`src/rtl/sprite_line_scheduler.sv`:
```
// sprite_line_scheduler: per-scanline sprite slot scheduler.
// Scans the object table during hblank and loads the first
// NUM_SLOTS sprites covering next_y into the renderer slots.
// Ports:
//   clk, rst            clock, synchronous active-high reset
//   line_start, next_y  scan trigger and line to be drawn next
//   wr_en, wr_idx,
//   wr_x, wr_y,
//   wr_active           object table write port
//   slot_x, slot_y,
//   slot_id, slot_valid packed per-slot outputs (slot 0 = top)
//   busy, done          scan in progress / commit pulse
//   overflow            last committed line had too many hits
//   overflow_count      saturating count of overflow lines
// Optional: define SPRITE_OVERFLOW_COUNT_EN to build the
// overflow line counter; otherwise overflow_count is 0.
module sprite_line_scheduler #(
    parameter int NUM_SPRITES = 16,
    parameter int NUM_SLOTS   = 4,
    parameter int SPRITE_SIZE = 32,
    parameter int IDX_W       = 4
) (
    input  logic                       clk,
    input  logic                       rst,
    input  logic                       line_start,
    input  logic [9:0]                 next_y,
    input  logic                       wr_en,
    input  logic [IDX_W-1:0]           wr_idx,
    input  logic [9:0]                 wr_x,
    input  logic [9:0]                 wr_y,
    input  logic                       wr_active,
    output logic [10*NUM_SLOTS-1:0]    slot_x,
    output logic [10*NUM_SLOTS-1:0]    slot_y,
    output logic [IDX_W*NUM_SLOTS-1:0] slot_id,
    output logic [NUM_SLOTS-1:0]       slot_valid,
    output logic                       busy,
    output logic                       done,
    output logic                       overflow,
    output logic [7:0]                 overflow_count
);

    localparam int HC_W = $clog2(NUM_SLOTS + 1);
    localparam logic [IDX_W-1:0] LAST_IDX = IDX_W'(NUM_SPRITES - 1);
    localparam logic [HC_W-1:0]  FULL     = HC_W'(NUM_SLOTS);
    localparam logic [10:0]      SIZE_11  = 11'(SPRITE_SIZE);

    typedef enum logic [1:0] {IDLE, SCAN, COMMIT} state_t;

    state_t state, state_nxt;

    logic [9:0]             tab_x [NUM_SPRITES];
    logic [9:0]             tab_y [NUM_SPRITES];
    logic [NUM_SPRITES-1:0] tab_act;

    logic [9:0]                 ty;
    logic [IDX_W-1:0]           scan_idx;
    logic [HC_W-1:0]            hit_cnt;
    logic [10*NUM_SLOTS-1:0]    sh_x;
    logic [10*NUM_SLOTS-1:0]    sh_y;
    logic [IDX_W*NUM_SLOTS-1:0] sh_id;
    logic [NUM_SLOTS-1:0]       sh_valid;
    logic                       ovf_pend;

    logic [10:0] ty_w;
    logic [10:0] y_w;
    logic        hit;

    // 11-bit compare so y + SPRITE_SIZE cannot wrap past line 1023.
    assign ty_w = {1'b0, ty};
    assign y_w  = {1'b0, tab_y[scan_idx]};
    assign hit  = tab_act[scan_idx] && (ty_w >= y_w) &&
                  (ty_w < y_w + SIZE_11);

    assign busy = (state != IDLE);

    // A new line_start always restarts the scan, even mid-commit.
    always_comb begin
        state_nxt = state;
        if (line_start) begin
            state_nxt = SCAN;
        end else begin
            unique case (state)
                IDLE:    state_nxt = IDLE;
                SCAN:    if (scan_idx == LAST_IDX) state_nxt = COMMIT;
                COMMIT:  state_nxt = IDLE;
                default: state_nxt = IDLE;
            endcase
        end
    end

    always_ff @(posedge clk) begin
        if (rst) state <= IDLE;
        else     state <= state_nxt;
    end

    // Scan reads the pre-write value; writes land at the same edge.
    always_ff @(posedge clk) begin
        if (rst) begin
            tab_act <= '0;
            for (int i = 0; i < NUM_SPRITES; i++) begin
                tab_x[i] <= '0;
                tab_y[i] <= '0;
            end
        end else if (wr_en) begin
            tab_x[wr_idx]   <= wr_x;
            tab_y[wr_idx]   <= wr_y;
            tab_act[wr_idx] <= wr_active;
        end
    end

    always_ff @(posedge clk) begin
        if (rst) begin
            ty         <= '0;
            scan_idx   <= '0;
            hit_cnt    <= '0;
            sh_x       <= '0;
            sh_y       <= '0;
            sh_id      <= '0;
            sh_valid   <= '0;
            ovf_pend   <= 1'b0;
            slot_x     <= '0;
            slot_y     <= '0;
            slot_id    <= '0;
            slot_valid <= '0;
            overflow   <= 1'b0;
            done       <= 1'b0;
        end else begin
            done <= 1'b0;
            if (line_start) begin
                ty       <= next_y;
                scan_idx <= '0;
                hit_cnt  <= '0;
                sh_x     <= '0;
                sh_y     <= '0;
                sh_id    <= '0;
                sh_valid <= '0;
                ovf_pend <= 1'b0;
            end else if (state == SCAN) begin
                scan_idx <= scan_idx + 1'b1;
                if (hit) begin
                    if (hit_cnt < FULL) begin
                        for (int k = 0; k < NUM_SLOTS; k++) begin
                            if (hit_cnt == HC_W'(k)) begin
                                sh_x[10*k +: 10]       <= tab_x[scan_idx];
                                sh_y[10*k +: 10]       <= tab_y[scan_idx];
                                sh_id[IDX_W*k +: IDX_W] <= scan_idx;
                                sh_valid[k]            <= 1'b1;
                            end
                        end
                        hit_cnt <= hit_cnt + 1'b1;
                    end else begin
                        ovf_pend <= 1'b1;
                    end
                end
            end else if (state == COMMIT) begin
                slot_x     <= sh_x;
                slot_y     <= sh_y;
                slot_id    <= sh_id;
                slot_valid <= sh_valid;
                overflow   <= ovf_pend;
                done       <= 1'b1;
            end
        end
    end

`ifdef SPRITE_OVERFLOW_COUNT_EN
    always_ff @(posedge clk) begin
        if (rst) begin
            overflow_count <= '0;
        end else if (state == COMMIT && !line_start && ovf_pend &&
                     overflow_count != 8'hFF) begin
            overflow_count <= overflow_count + 8'd1;
        end
    end
`else
    assign overflow_count = 8'd0;
`endif

endmodule
```
`config.mk`:
```
export PLATFORM = sky130hd
export DESIGN_NAME = sprite_line_scheduler
export DESIGN_NICKNAME = d
export VERILOG_FILES = /design/src/rtl/sprite_line_scheduler.sv
export SDC_FILE = /design/constraint.sdc
export NUM_CORES = 1
export LEC_CHECK = 0
export BUFFER_PORTS_ARGS = -buffer_cell sky130_fd_sc_hd__buf_4
export CAP_MARGIN = 40
export CORE_AREA = 2 2 209 294
export CTS_CLUSTER_DIAMETER = 150
export CTS_CLUSTER_SIZE = 40
export DETAILED_ROUTE_END_ITERATION = 7
export DIE_AREA = 0 0 211 296
export GPL_TIMING_DRIVEN = 0
export SYNTH_ARGS = -nofsm -noshare
export SYNTH_HDL_FRONTEND = slang
export SYNTH_SLANG_ARGS = --single-unit
```
`constraint.sdc`:
```
create_clock -name clk -period 8.38 [get_ports clk]
set_clock_uncertainty 0.2 [all_clocks]
set_input_delay 0.419 -clock clk [delete_from_list [all_inputs] [get_ports clk]]
set_output_delay 0.419 -clock clk [all_outputs]
set_load 0.02 [all_outputs]
```
==> metrics.txt, run 1 <==
outcome completed; final hold violations 0; Clock Path Buffers 3; CP Launch Type flip-flop; Total Power between 4000 and 5000 uW; PwrDens 172 nW/um2; hpwl dp ~44,000 um; Initial Util 39.5%; Worst Path Required about 8.6 ns; Final min period between 5 and 6 ns; clock root cell clkbuf_16; all-layer global routing usage between 10% and 20%; Die H 296 um; Max Freq 196 MHz; Leak Pwr 0.00978 uW; H-tree Lvls 1; vias in the first global route roughly 15,000; max_cap viols 0; initial drt markers 1,038; synthesized cell area between 20,000 and 25,000 um2; maximum resistive drop on vdd 0.122 mV; Vias/cell between 4 and 5; first-pass GRT wire length ~87,000 um; global route overflow 0; distinct cell type count after synthesis between 40 and 50; synth-to-layout area growth 12.7%; Via Count between 10,000 and 15,000; gpl congestion roughly 0.84; Max-slew headroom 46.0%; Detail Route Antenna Nets 0; FF+latch count, synth 562; leading area contributor after synthesis edfxtp_1; endpoints failing setup 0; initial antenna violation count 1; Max Transition Viols Final 0; most used routing layer met2; Die ar. 62,500 um2; CTS tree done; count of warnings emitted by yosys 0; Layout Nets between 2,000 and 2,500; Tightest Pin Transition a little over 0.8 ns; RSZ-0062 raised after global routing no; Reg2Reg Setup Slack approximately 3.3 ns; fin crit share approximately 61%; met3 Resource Use GR 1.55%; Initial DRT Pass Iterations 6; Routed WL per cell ~19 um; dpl ws between 3 and 4 ns; largest cells by area after synthesis edfxtp_1 40%, dfxtp_1 20%, mux4_2 8.5%; Remaining DRCs 0; top-count cell post-synth nand2_1; largest net degree at the start of global routing 42; share of the yosys chip area belonging to registers around 61%; Yosys top cell area share between 40 and 50%; clock-pin slew on the worst setup and hold paths about 0.14 ns; CP Max Fanout 10; top_reg_cell synth edfxtp_1; Hold Path Class input port to flip-flop; met1 GRT Util around a fifth; Mapped Cells around 1,900; Avg Cell Area, Syn 12.4 um2; setup TNS 0 ns; die width roughly 210 um; PortBufs roughly 140; num ports 150; CP arrival 5.37 ns; Fin Hold WS approximately 0.025 ns; met2 Use GR a little over a third; WL final 56,400 um; number of CTS-inserted buffers 18; Cell Rows ~110; EDFF count, synth 320; fraction of layout instances using a drive strength above 1 around 15%; synth cell count leaders 352 x nand2_1, 323 x and2_1, 320 x edfxtp_1; core footprint 60,100 um2; Async SR Flop Fraction 0%; Clock Latency Late Sink between 0.5 and 0.6 ns; CTS Sinks approximately 560; final worst setup slack roughly 3.3 ns; Crit. End Element flip-flop; WS Path Type flip-flop to flip-flop
cells by family (layout without fill, tap and decap cells):
family | after synthesis | after routing | synth area share, %
AO/OA/AOI/OAI | 168 | 168 | 4.09
XOR/XNOR | 6 | 6 | 0.221
adder cells (fa/ha/maj) | 22 | 22 | 1.16
buffers and inverters | 189 | 397 | 3.56
flip-flops | 562 | 562 | 60.9
multiplexers | 207 | 207 | 14.0
other | 1 | 9 | 0.0158
AND/OR/NAND/NOR | 765 | 765 | 16.0
report_power, final:
part           switching, uW  total (uW)  leakage (uW)  internal [uW]
Sequential              26.5        3030       0.00502           3010
Combinational            192         326       0.00451            135
Clock                    803        1240      0.000257            438
cell usage in the layout, fill, tap and decap left out, types with 2 or more instances in the layout:
| master | count |
|---|---|
| nor2_1 | 45 |
| mux4_1 | 8 |
| nand3_1 | 14 |
| nand3_2 | 6 |
| clkbuf_1 | 123 |
| mux2i_1 | 109 |
| o211ai_1 | 2 |
| buf_1 | 5 |
| ha_1 | 22 |
| inv_1 | 36 |
| o2111ai_1 | 2 |
| xnor2_1 | 4 |
| mux4_2 | 90 |
| a31oi_1 | 3 |
| nor2b_1 | 8 |
| xor2_1 | 2 |
| a22oi_1 | 5 |
| a21o_1 | 11 |
| buf_12 | 2 |
| dfxtp_1 | 242 |
| buf_4 | 152 |
| and2_1 | 323 |
| o21ai_0 | 19 |
| a31o_2 | 6 |
| dlygate4sd3_1 | 30 |
| nand4_1 | 2 |
| and3_1 | 3 |
| buf_8 | 11 |
| clkbuf_16 | 19 |
| buf_2 | 13 |
| nand2_1 | 352 |
| or2_2 | 3 |
| buf_6 | 4 |
| conb_1 | 8 |
| edfxtp_1 | 320 |
| a21oi_1 | 112 |
| nand2b_1 | 5 |
metal layers:
metal  wire, um  vias up
li1           -     7001
met3       1800       36
met1      22300     7152
met5         12        -
met2      31600      253
met4        725        2
worst paths after layout:
check | startpoint | end | cells past startpoint
setup reg to reg | flip-flop | sh_y[26]$_SDFFE_PP0P_ | 15
setup / recovery | flip-flop | sh_y[26]$_SDFFE_PP0P_ | 15
hold / removal | wr_y[2] | tab_y[4][2]$_SDFFCE_PN0P_ | 2
hold reg to reg | sh_valid[3]$_SDFFE_PP0P_ | sh_valid[3]$_SDFFE_PP0P_ | 2
critical path, stage by stage, from the launching register on:
cell and delay, ns:
dfxtp_1 0.34, buf_2 0.29, buf_2 0.40, clkbuf_1 0.62
mux4_2 0.42, mux4_2 0.52, inv_1 0.08, ha_1 0.18
a211o_1 0.14, o211ai_1 0.08, o2111ai_1 0.11, a31oi_1 0.18
nor3_1 0.59, nand3_2 0.36, buf_4 0.33, mux2i_1 0.14
flip-flops by register name (all words and copies together) (netlist names), named ones only:
register and flops:
sh_valid 4, state 2, slot_id 16, done 1, tab_x 160, sh_id 16, overflow 1, tab_act 16
scan_idx 4, tab_y 160, sh_y 40, ty 10, sh_x 40, slot_x 40, ovf_pend 1, slot_y 40
slot_valid 4, hit_cnt 3
per-stage QoR:
| step | util, % | std cells | instance area (um2) |
|---|---|---|---|
| global placement | 42.8 | 2826 | 25700 |
| CTS | 44.5 | 2898 | 26800 |
| finish | 44.5 | 2899 | 26800 |
| floorplan | - | 1927 | 23800 |
| global route | 44.5 | 2898 | 26800 |
| detailed placement | 43.1 | 2838 | 25900 |
what timing repair did:
item,in CTS,in global routing
endpoints found under the hold margin,118,0
buffers inserted,0,0
hold buffers,30,0
gates resized for setup,0,0
area by class of cell:
cell class / instances / area [um2]
Fill cell: 5530 / 33400
Sequential cell: 562 / 14500
Multi-Input combinational cell: 1176 / 8460
Timing Repair Buffer: 178 / 1490
Tap cell: 763 / 955
Buffer: 153 / 711
Clock buffer: 29 / 513
Inverter: 36 / 135
Clock inverter: 1 / 30.0
Antenna cell: 1 / 2.50
(Power assumes the default switching activity.)
==> run 2, diff against run 1 <==
- clock period: 8.38 -> 5.3 ns (I/O delays scaled with it)
==> metrics.txt, run 2 (synthesized netlist as in run 1, its figures left out) <==
CP max stage delay 0.54 ns (-0.08 ns); Final min period 4.90 ns (-0.209 ns); DP Cell Count 2,838 (unchanged); PortBufs 136 (unchanged); CTS tree done; hpwl dp 44,400 um (unchanged); Worst Path Buf+Inv 5 (unchanged); fill count 5,530 (unchanged); CP Launch Type flip-flop; Remaining DRCs 0 (unchanged); Slowest-stage cell, CP clkbuf_1; uppermost layer routed met5; Via Count 14,441 (-0.021%); biggest regs tab_x: 160 flops, tab_y: 160 flops; Leak Pwr 0.00979 uW (+0.16%); min-delay src rst; CTS Sinks 562 (unchanged); r2r endpoint sh_y[26]$_SDFFE_PP0P_; most frequent cells in the layout 352 x nand2_1, 323 x and2_1, 320 x edfxtp_1; WS Path Type flip-flop to flip-flop; final worst setup slack 0.400 ns (-2.87 ns); Fin Hold WS 0.129 ns (+0.104 ns); outcome completed; Detail Route Antenna Nets 0 (unchanged); footprint of the multi-input gates 8460 um2 (about the same); max_cap viols 0 (unchanged); Max Transition Viols Final 0 (unchanged); dpl ws 0.156 ns (-3.08 ns); Crit path max-delay family buffers and inverters; Non-Filler Instances 2,901 (+0.069%); die width 211 um (unchanged); fraction of layout instances using a drive strength above 1 14.6% (+0.073 points); met3 WL 1720 um (-4.7%); setup TNS 0 ns (unchanged); initial drt markers 944 (-9.1%); Cell Chain, Critical Path buf_2, buf_2, clkbuf_1, mux4_2, mux4_2, inv_1, ha_1, a211o_1, o211ai_1, o2111ai_1, a31oi_1, nor3_2, nand3_2, buf_4, mux2i_1; H-tree Lvls 1 (unchanged); vias in the first global route 14,717 (unchanged); Die H 296 um (unchanged); global route overflow 0 (unchanged); CP arrival 5.20 ns (-0.17 ns); clock-pin slew on the worst setup and hold paths 0.15 ns (about the same); Tightest Pin Transition 0.804 ns (-0.00610 ns); Routed WL per cell 19.5 um (about the same); num ports 150 (unchanged); post-CTS setup buffers 0 (unchanged); synth-to-layout area growth 12.9%; Clock Path Buffers 3 (unchanged); Initial DRT Pass Iterations 7 (+1); hold depth 3 (+1); Hold Path Class input port to flip-flop; first-pass GRT wire length 86,800 um (about the same); commonest non-fill, non-tap cell in the layout nand2_1; Max Freq 204 MHz (+4.3%); CP Max Fanout 10 (unchanged); maximum resistive drop on vdd 0.199 mV (+62%); gpl congestion 0.844 (unchanged); Clock Latency Late Sink 0.58 ns (about the same); WL final 56,500 um (about the same); ANT cells 0 (-1); Initial Util 39.5% (unchanged); initial antenna violation count 1 (unchanged); hold path endpoint sh_valid[2]$_SDFFE_PP0P_; Crit. End Element flip-flop; Reg2Reg Setup Slack 0.40 ns (-2.87 ns); largest net degree at the start of global routing 42 (unchanged); Reg2Reg Depth 15 (unchanged); core footprint 60,100 um2 (unchanged); Vias/cell 4.98 (about the same); Cell Rows 107 (unchanged); endpoints failing setup 0 (unchanged); all-layer global routing usage 18.1% (about the same); clock root cell clkbuf_16; Die ar. 62,500 um2 (unchanged); RSZ-0062 raised after global routing no; register area 14,500 um2 (unchanged); number of CTS-inserted buffers 18 (unchanged); met1 wire length 22,400 um (+0.44%); fin crit share 92.5% (+31 points); Layout Nets 2,189 (+0.14%); Worst Path Required 5.60 ns (-3.04 ns); PwrDens 272 nW/um2 (+58%); final hold violations 0 (unchanged); routed wl met2 31,600 um (about the same); Max-slew headroom 46.4% (+0.41 points)
[run 2: cell types whose count changed in the layout (fill, tap and decap cells not counted)]
cell           change
dlygate4sd3_1      +3
clkbuf_1           -1
clkbuf_2           +1
diode_2            -1
nor3_1             -1
nor3_2             +1
[run 2: worst reg2reg max path, delay by kind of cell (launching register included)]
family	cells	cell delay (ns)
buffers and inverters	5	1.62
muxes	3	1.12
AOI/OAI and AO/OA	4	0.88
and+or+nand+nor	2	0.41
DFF	1	0.34
adders and majority gates	1	0.26
[run 2: worst max-delay path by stage]
stage / startpoint / endpoint / slack, ns / cells after the start
after floorplan: flip-flop / sh_id[2]$_SDFFE_PP0P_ / 1.28 / 15
after global routing: flip-flop / sh_y[25]$_SDFFE_PP0P_ / 0.14 / 15
after global placement: flip-flop / sh_x[29]$_SDFFE_PP0P_ / 0.11 / 15
final: flip-flop / sh_y[26]$_SDFFE_PP0P_ / 0.40 / 15
after detailed placement: flip-flop / sh_x[20]$_SDFFE_PP0P_ / 0.16 / 15
after CTS: flip-flop / sh_y[26]$_SDFFE_PP0P_ / 0.10 / 15
[run 2: metrics by stage]
step                      area (um2)  total power [uW]  utilization (%)
after floorplan                23800              5200                -
after global placement         25700              5370             42.8
after detailed placement       25900              5400             43.1
after CTS                      26800              7340             44.6
after global routing           26800              7530             44.6
final                          26800              7280             44.6
[run 2: timing repair]
action                                  in CTS  in global routing
gates resized for setup                      0                  3
hold endpoints to repair                   138                  0
endpoints found under the setup margin       0                 40
hold buffers                                33                  0
[run 2: layout make-up]
cell class	count	area share, %
clock buffers	29	1.92
inverters	36	0.504
flip-flops and latches	562	54.0
repair buffers	181	5.69
multi-input cells	1176	31.6
plain buffers	153	2.66
clock inverters	1	0.112
well taps	763	3.56
[run 2: power breakdown]
part | internal (uW) | switching [uW] | leakage (uW)
sequential | 4760 | 42.0 | 0.00502
combinational | 214 | 303 | 0.00452
clock | 693 | 1270 | 0.000257
total | 5660 | 1610 | 0.00979
[run 2: layer usage]
metal,vias to the layer above,global-route usage (%)
met5,-,0
met4,2,3.02
met3,36,1.49
met2,247,36.1
met1,7146,21.0
li1,7010,-
==> run 3, diff against run 2 <==
- ABC_AREA: unset -> 1
- CELL_PAD_IN_SITES_DETAIL_PLACEMENT: unset -> 1
- CELL_PAD_IN_SITES_GLOBAL_PLACEMENT: unset -> 2
- CORE_AREA: 2 2 209 294 -> 2 2 215 302
- DIE_AREA: 0 0 211 296 -> 0 0 217 304
- PLACE_DENSITY_LB_ADDON: unset -> 0.1
==> metrics.txt, run 3 <==
Crit. End Element flip-flop; initial antenna violation count 1 (unchanged); Initial Util 37.5% (-2.0 points); Vias/cell 5.28 (+6.1%); Crit path depth 19 (+4); placed inst area 26,500 um2 (+2.3%); Routed WL per cell 23.8 um (+22%); FF+latch count, synth 562 (unchanged); clock root cell clkbuf_16; leading area contributor after synthesis edfxtp_1; final worst setup slack 0.351 ns (-0.0494 ns); WS Path Type flip-flop to flip-flop; WL final 89,200 um (+58%); maximum resistive drop on vdd 0.200 mV (+0.75%); endpoints failing setup 0 (unchanged); Worst Path Required 5.66 ns (+0.06 ns); die width 217 um (+2.8%); Max Freq 202 MHz (-1.0%); outcome completed; max_cap viols 0 (unchanged); Clock Latency Late Sink 0.61 ns (+0.03 ns); fraction of layout instances using a drive strength above 1 9.55% (-5.0 points); fin crit share 93.4% (+0.93 points); CP arrival 5.31 ns (+0.11 ns); Fin Hold WS 0.0704 ns (-0.0586 ns); Worst path most repeated cell nor2_1; synthesized cell area 23,900 um2 (+0.52%); core footprint 63,600 um2 (+5.8%); switch share 25.6% (+3.4 points); Worst Path Buf+Inv 6 (+1); share of the yosys chip area belonging to registers 60.6% (-0.32 points); top-count cell post-synth nor2_1; post-CTS setup buffers 0 (unchanged); CTS tree done; Die H 304 um (+2.7%); H-tree Lvls 1 (unchanged); Avg Cell Area, Syn 8.93 um2 (-28%); global route overflow 0 (unchanged); Leak Pwr 0.0112 uW (+15%); CP Max Fanout 19 (+9); hold depth 5 (+2); first-pass GRT wire length 131,000 um (+51%); Reg2Reg Depth 19 (+4); Mapped Cells 2,672 (+39%); vias in the first global route 20,472 (+39%); Crit path max-delay family buffers and inverters; num ports 150 (unchanged); internal power 5640 uW (-0.38%); biggest regs tab_x: 160 flops, tab_y: 160 flops; PortBufs 141 (+3.7%); Max Transition Viols Final 0 (unchanged); CP max stage delay 0.67 ns (+0.13 ns); ANT cells 0 (unchanged); CP Launch Type flip-flop; Final min period 4.95 ns (+0.0494 ns); hpwl dp 63,800 um (+44%); NetSw 1940 uW (+20%); Clock power frac 27.3% (+0.3 points); commonest non-fill, non-tap cell in the layout nor2_1; Die ar. 66,000 um2 (+5.6%); synth-to-layout area growth 14.8%; Via Count 19,825 (+37%); Async SR Flop Fraction 0% (unchanged); Hold Path Class input port to flip-flop; all-layer global routing usage 26.8% (+8.7 points); largest cells by area after synthesis edfxtp_1 40%, dfxtp_1 20%, nor2_1 11%; Non-Filler Instances 3,752 (+29%); largest net degree at the start of global routing 42 (unchanged); Detail Route Antenna Nets 0 (unchanged); dpl ws -0.300 ns (-0.456 ns); RSZ-0062 raised after global routing no; Layout Nets 2,963 (+35%); DP Cell Count 3,689 (+30%); Cell Chain, Critical Path clkbuf_2, inv_1, buf_2, buf_1, o221ai_1, nand3_1, nand2_2, inv_1, ha_1, nand2_1, o21ai_0, a21oi_1, o21ai_0, nor2_1, nor2_4, nand3_4, buf_2, nor2_1, nor2_1; CTS Sinks 562 (unchanged); top_reg_cell synth edfxtp_1; initial drt markers 1,369 (+45%); synth cell count leaders 668 x nor2_1, 367 x nand2_1, 320 x edfxtp_1; Max-slew headroom 36.4% (-10 points); Initial DRT Pass Iterations 5 (-2); cell area after layout 27,400 um2 (+2.3%); Slowest-stage cell, CP buf_1; Reg power frac 63.3% (-2.6 points); PwrDens 277 nW/um2 (+1.9%); Remaining DRCs 0 (unchanged); gpl congestion 0.829 (-1.8%); Total Power 7580 uW (+4.2%); distinct cell type count after synthesis 32 (-33%); Clock Path Buffers 3 (unchanged); count of warnings emitted by yosys 0 (unchanged); final hold violations 0 (unchanged); Yosys top cell area share 40.3% (-0.21 points); number of CTS-inserted buffers 18 (unchanged); Cell Rows 110 (+2.8%); EDFF count, synth 320 (unchanged); Tightest Pin Transition 0.954 ns (+0.150 ns); clock-pin slew on the worst setup and hold paths 0.16 ns (about the same); combinational group share of total power 9.4% (+2.3 points); most frequent cells in the layout 668 x nor2_1, 361 x nand2_1, 320 x edfxtp_1
-- run 3: changes by cell type in the layout (fill, tap and decap cells not counted), sizes merged, moves of 31 or more --
cell	before	now
buf	187	241
nor2	45	669
inv	36	236
o21ai	19	259
mux2i	109	0
nand4	3	34
o221ai	0	41
nand3	20	90
and2	323	0
mux4	98	0
-- run 3: metal layers --
layer  vias up  global-route usage [%]  share of wire (%)
li1       9193                       -                  -
met1      9876                    31.1                 38
met2       570                    49.9                 52
met3       186                    2.24                4.5
met4         0                    11.3                4.6
met5         -                       0                  0
-- run 3: logic make-up after synthesis --
kind of cell / count (synthesis) / synth area share [%]
other: 1 / 0.0157
AOI/OAI and AO/OA: 472 / 11.0
adders and majority gates: 22 / 1.15
buffers and inverters: 442 / 7.68
xor gates and xnor gates: 3 / 0.110
DFF: 562 / 60.6
and+or+nand+nor: 1170 / 19.5
-- run 3: power groups by stage --
| stage | combinational (uW) | clock, uW | sequential (uW) |
|---|---|---|---|
| after floorplan | 376 | 0 | 4880 |
| after global placement | 644 | 0 | 4890 |
| after detailed placement | 692 | 0 | 4900 |
| after CTS | 713 | 2100 | 4800 |
| after global routing | 776 | 2230 | 4810 |
| final | 716 | 2070 | 4800 |
-- run 3: cell type report --
class                           instances  area, um2
Clock buffer                           29        513
Fill cell                            7479      36200
Multi-Input combinational cell       1675       7610
Inverter                              236        886
Sequential cell                       562      14500
Buffer                                205        955
Tap cell                              840       1050
Clock inverter                          1       30.0
Timing Repair Buffer                  204       1900
-- run 3: stage by stage --
| stage | TNS (ns) | util, % |
|---|---|---|
| 2_1_floorplan | 0 | - |
| 3_3_place_gp | -5.29 | 40.9 |
| 3_5_place_dp | -14.44 | 41.7 |
| 4_1_cts | 0 | 43.0 |
| 5_1_grt | 0 | 43.1 |
| 6_report | 0 | 43.1 |
-- run 3: path summary, 6_finish.rpt --
check                   startpoint                       end  slack [ns]
min                      wr_idx[0]  tab_act[11]$_SDFFE_PP0P_        0.07
max                      flip-flop     sh_y[24]$_SDFFE_PP0P_        0.35
max reg2reg              flip-flop     sh_y[24]$_SDFFE_PP0P_        0.35
min reg2reg  sh_y[10]$_SDFFE_PP0P_   slot_y[10]$_SDFFE_PP0P_        0.27
-- run 3: timing repair --
item                                   4_1_cts  5_1_grt
gates resized for setup                      2       17
hold buffers                                33        0
endpoints found under the hold margin      138        0
setup endpoints to repair                  104      103
-- run 3: worst register-to-register path, stage by stage (launching register included) --
cell	delay [ns]
dfxtp_1	0.34
clkbuf_2	0.18
inv_1	0.10
buf_2	0.51
buf_1	0.68
o221ai_1	0.27
nand3_1	0.20
nand2_2	0.25
inv_1	0.13
ha_1	0.27
nand2_1	0.11
o21ai_0	0.11
a21oi_1	0.16
o21ai_0	0.10
nor2_1	0.36
nor2_4	0.16
nand3_4	0.23
buf_2	0.34
nor2_1	0.10
nor2_1	0.11
